<file path="config.mk">
export PLATFORM = sky130hd
export DESIGN_NAME = conversor_serial_paralelo
export DESIGN_NICKNAME = d
export VERILOG_FILES = /design/src/rtl/conversor_serial_paralelo_pkg.sv /design/src/rtl/registrador_deslocamento.sv /design/src/rtl/conversor_serial_paralelo.sv
export SDC_FILE = /design/constraint.sdc
export NUM_CORES = 1
export LEC_CHECK = 0
export BUFFER_PORTS_ARGS = -buffer_cell sky130_fd_sc_hd__buf_2
export CELL_PAD_IN_SITES_DETAIL_PLACEMENT = 1
export CELL_PAD_IN_SITES_GLOBAL_PLACEMENT = 1
export CORE_ASPECT_RATIO = 0.7
export CORE_MARGIN = 4
export CORE_UTILIZATION = 44
export DETAILED_ROUTE_END_ITERATION = 8
export PLACE_DENSITY_LB_ADDON = 0.1
export SETUP_SLACK_MARGIN = 0.3
export SYNTH_ARGS = -nofsm -noshare
export SYNTH_HDL_FRONTEND = slang
export SYNTH_SLANG_ARGS = --single-unit
</file>
<file path="constraint.sdc">
create_clock -name clk -period 4.65 [get_ports clk]
set_input_delay 0.93 -clock clk [delete_from_list [all_inputs] [get_ports clk]]
set_output_delay 0.93 -clock clk [all_outputs]
set_load 0.005 [all_outputs]
</file>
<file path="src/rtl/conversor_serial_paralelo_pkg.sv">
// Shared definitions for the serial-to-parallel frame receiver:
// FSM encoding, frame-bit levels and a counter-width helper.
package conversor_serial_paralelo_pkg;

  typedef enum logic [1:0] {
    IDLE   = 2'd0,
    DATA   = 2'd1,
    PARITY = 2'd2,
    STOP   = 2'd3
  } state_t;

  localparam logic START_BIT = 1'b0;
  localparam logic STOP_BIT  = 1'b1;

  // Index width for a WIDTH-entry word; a 1-bit word still needs a 1-bit index.
  function automatic int idx_width(input int width);
    return (width > 1) ? $clog2(width) : 1;
  endfunction

endpackage

</file>
<file path="src/rtl/registrador_deslocamento.sv">
// WIDTH-bit addressed shift register: each enabled cycle writes the serial
// bit into the position selected by idx, so q[0] holds the first bit received.
module registrador_deslocamento
  import conversor_serial_paralelo_pkg::*;
#(
  parameter int WIDTH = 8
) (
  input  logic                        clk,
  input  logic                        clr,
  input  logic                        en,
  input  logic [idx_width(WIDTH)-1:0] idx,
  input  logic                        din,
  output logic [0:WIDTH-1]            q
);

  // NOTE: the word is cleared on reset so the register never exposes stale
  // bits from an aborted frame; it is small enough that this costs little.
  always_ff @(posedge clk) begin
    if (clr) begin
      q <= '0;
    end else if (en) begin
      q[idx] <= din;
    end
  end

endmodule

</file>
<file path="src/rtl/conversor_serial_paralelo.sv">
// Frame receiver: start bit, WIDTH data bits, optional parity, stop bit.
// Good frames update d with a one-cycle load; malformed frames pulse err.
module conversor_serial_paralelo
  import conversor_serial_paralelo_pkg::*;
#(
  parameter int WIDTH      = 8,
  parameter bit PARITY_EN  = 1'b1,
  parameter bit PARITY_ODD = 1'b0
) (
  input  logic             clk,
  input  logic             clr,
  input  logic             rx,
  input  logic             rx_en,
  output logic [0:WIDTH-1] d,
  output logic             load,
  output logic             err,
  output logic             busy
);

  localparam int                IDX_W = idx_width(WIDTH);
  localparam logic [IDX_W-1:0]  LAST  = IDX_W'(WIDTH - 1);

  state_t           state, state_nxt;
  logic [IDX_W-1:0] cnt, cnt_nxt;
  logic             par_acc, par_acc_nxt;
  logic             par_err, par_err_nxt;
  logic             shift_en;
  logic [0:WIDTH-1] shift_q;
  logic             frame_good, frame_bad;

  registrador_deslocamento #(.WIDTH(WIDTH)) u_shift (
    .clk (clk),
    .clr (clr),
    .en  (shift_en),
    .idx (cnt),
    .din (rx),
    .q   (shift_q)
  );

  // NOTE: all state here uses non-blocking assignments so every register
  // samples pre-edge values and the process order cannot change behaviour.
  always_ff @(posedge clk) begin
    if (clr) begin
      state   <= IDLE;
      cnt     <= '0;
      par_acc <= 1'b0;
      par_err <= 1'b0;
      d       <= '0;
      load    <= 1'b0;
      err     <= 1'b0;
    end else begin
      state   <= state_nxt;
      cnt     <= cnt_nxt;
      par_acc <= par_acc_nxt;
      par_err <= par_err_nxt;
      load    <= frame_good;
      err     <= frame_bad;
      if (frame_good) begin
        d <= shift_q;
      end
    end
  end

  // NOTE: every output of this block gets a default first, so no path can
  // leave a signal unassigned and infer a latch.
  always_comb begin
    state_nxt   = state;
    cnt_nxt     = cnt;
    par_acc_nxt = par_acc;
    par_err_nxt = par_err;
    shift_en    = 1'b0;
    unique case (state)
      IDLE: begin
        if (rx_en && rx == START_BIT) begin
          state_nxt   = DATA;
          cnt_nxt     = '0;
          par_acc_nxt = 1'b0;
          par_err_nxt = 1'b0;
        end
      end
      DATA: begin
        if (rx_en) begin
          shift_en    = 1'b1;
          par_acc_nxt = par_acc ^ rx;
          if (cnt == LAST) begin
            cnt_nxt   = '0;
            state_nxt = PARITY_EN ? PARITY : STOP;
          end else begin
            cnt_nxt = cnt + IDX_W'(1);
          end
        end
      end
      PARITY: begin
        // XOR of data plus parity must equal 0 for even, 1 for odd.
        if (rx_en) begin
          par_err_nxt = ((par_acc ^ rx) != PARITY_ODD);
          state_nxt   = STOP;
        end
      end
      STOP: begin
        if (rx_en) begin
          state_nxt = IDLE;
        end
      end
      default: state_nxt = IDLE;
    endcase
  end

  always_comb begin
    frame_good = (state == STOP) && rx_en && (rx == STOP_BIT) && !par_err;
    frame_bad  = (state == STOP) && rx_en && !((rx == STOP_BIT) && !par_err);
    busy       = (state != IDLE);
  end

endmodule

</file>
==> run metrics <==
cell area power density=401 mW/mm^2; CTS sink cnt=25; area delta synth->final=11.6%; largest net degree at the start of global routing=26; synthesized area=0.00113 sq mm; Max Freq=452 MHz; nets=161; largest family of logic cells by synthesized area=simple AND/OR/NAND/NOR gates; initial antenna violation count=0; Pre-antenna DRT Iters=4; Hold Path Class=reg2reg; CTS tree=built; Final setup viols=0; status=finished, final reports clean; IO Port Bufs=14; # IOs=15; EDFF count, synth=0; Initial DRC Count=18; initial cell density of the core=0.458; top cells by area, synth=dfxtp_1, nand2_1, a21oi_1; Rel. slew slack=0.626; largest area contributor in the netlist=dfxtp_1; Clock Tree Buf Depth=2; Core ar.=0.00246 sq mm; aggregate routed wire length=2550 um; Post-CTS Resized=0; DPL Wire Length=1870 um; worst skew pair latency=0.27 ns; Least-Margin Pin Slew=0.560 ns; global-route wire length before repair=4550 um; count leader, synth=nand2_1; Hold Vio Cnt, Final=0; compound-gate portion of the synthesized area=0.174; antenna viol nets, final=0; Post-synth top cells=nand2_1, dfxtp_1, a21oi_1, nor2_1, o21ai_0; CP Launch Type=flip-flop; library cells used by synthesis=28; gpl congestion=0.688; Peak VDD IR=184 uV; RSZ-0062 raised after global routing=no; WL/cell=13.9 um; register area share after synthesis=0.444; CP Data Required Time=3.72 ns; mux cell area share after synthesis=0.0267; post-synthesis xor/xnor area fraction=0; syn_nets=149; hold buffers post-CTS=0; # rows=15; Die W=68.5 um; grt total ovfl=0; via count=967; syn_area_per_cell=8.10 sq um; layout cells sized above 1=0.140; fin crit share=0.476; ant diodes=0; H-tree depth=1; number of setup buffers added after CTS=0; Setup WS pre-CTS=2.31 ns; clk root buf=clkbuf_8; Layout Skew=0.00870 ns; die span in y=50.3 um; PnR worst setup slack=2.44 ns; max cap viols=0; TNS Setup=0 ns; final core occ=0.511; Final min period=2.21 ns; Post-Synth Simple-Gate Area=0.252; synth warn=0; placed cell count=180; CP Class=reg2out; Final Slew Violations=0; die area=0.00345 sq mm; Leak=0.465 nW; gr usage total=0.180; Layout Cells excl Fill=184; TritonCTS Buffers=3; Max FO, Critical Path=8; DR DRC count=0; area fraction of the dominant cell type after synthesis=0.444; clock-pin slew on the worst setup and hold paths=0.09 ns; crit path DAT=1.28 ns; Worst Setup End Kind=output port; Post-Synth Adder-Cell Area=0.0667; Seq cells post-synth=25; vias in the first global route=986; asr flop ratio synth=0; ys flop type=dfxtp_1; Via density=5.26; Syn Inst Count=139
## placed cells by master (no fill, tap or decap), types with 2 or more instances in the layout
cell       n
o21ai_0    8
nor2b_1    4
nor2_1    13
clkbuf_8   3
dfxtp_1   25
nand2_1   31
ha_1       6
inv_1      3
nand3_1    2
buf_2     14
mux2i_1    3
nor3_1     3
a21oi_1   18
nand2b_1   3
## kinds of logic after synthesis
| logic type | count (synthesis) |
|---|---|
| mux | 3 |
| flops | 25 |
| buf+inv | 10 |
| compound gates | 33 |
| simple gates | 62 |
| fa+ha+maj | 6 |
## cell type report
cell class,count,area [sq um]
fill,312,1200
multi-input combinational,104,586
sequential,25,500
timing repair buffer,14,70.1
tap,34,42.5
clock buffer,3,41.3
inverter,3,11.3
clock inverter,1,5.00
## path summary, 6_finish.rpt
path	startpoint	endpoint	slack (ns)	depth (start not counted)
max	state[0]$_SDFFE_PP0P_	busy	2.44	4
min	u_shift.q[2]$_SDFFE_PP0P_	d[2]$_SDFFE_PP0P_	0.45	2
max reg2reg	state[1]$_SDFFE_PP0P_	cnt[0]$_SDFFE_PP0P_	2.83	6
min reg2reg	u_shift.q[2]$_SDFFE_PP0P_	d[2]$_SDFFE_PP0P_	0.45	2
## metrics by stage
step / hold WS [ns] / instance area (sq um) / power [mW]
CTS: 0.451 / 1260 / 0.509
floorplan: 0.428 / 1130 / 0.347
finish: 0.447 / 1260 / 0.503
detailed placement: 0.444 / 1210 / 0.379
global route: 0.484 / 1260 / 0.542
global placement: 0.440 / 1210 / 0.372
## routing by layer
metal	wire length, um	global-route usage
met1	1260	0.232
met2	1150	0.279
met3	94	0.0425
met4	48	0.0858
met5	0	0
## worst max-delay path, cell delays in order (launching register included)
cell,delay [ns]
dfxtp_1,0.41
inv_1,0.09
ha_1,0.30
inv_1,0.10
buf_2,0.11
## power breakdown
part           internal [mW]  total [mW]  switching [mW]  leakage [nW]
registers              0.225       0.238          0.0125         0.202
clock network         0.0600       0.128          0.0684        0.0255
logic                 0.0540       0.137          0.0835         0.238
total                  0.339       0.503           0.164         0.465
## sequential cells by signal, indices dropped and copies added, names as in the netlist
name / flops
cnt: 3
d: 8
err: 1
load: 1
par_acc: 1
par_err: 1
state: 2
u_shift.q: 8
Power figures use the tool's default switching activity.
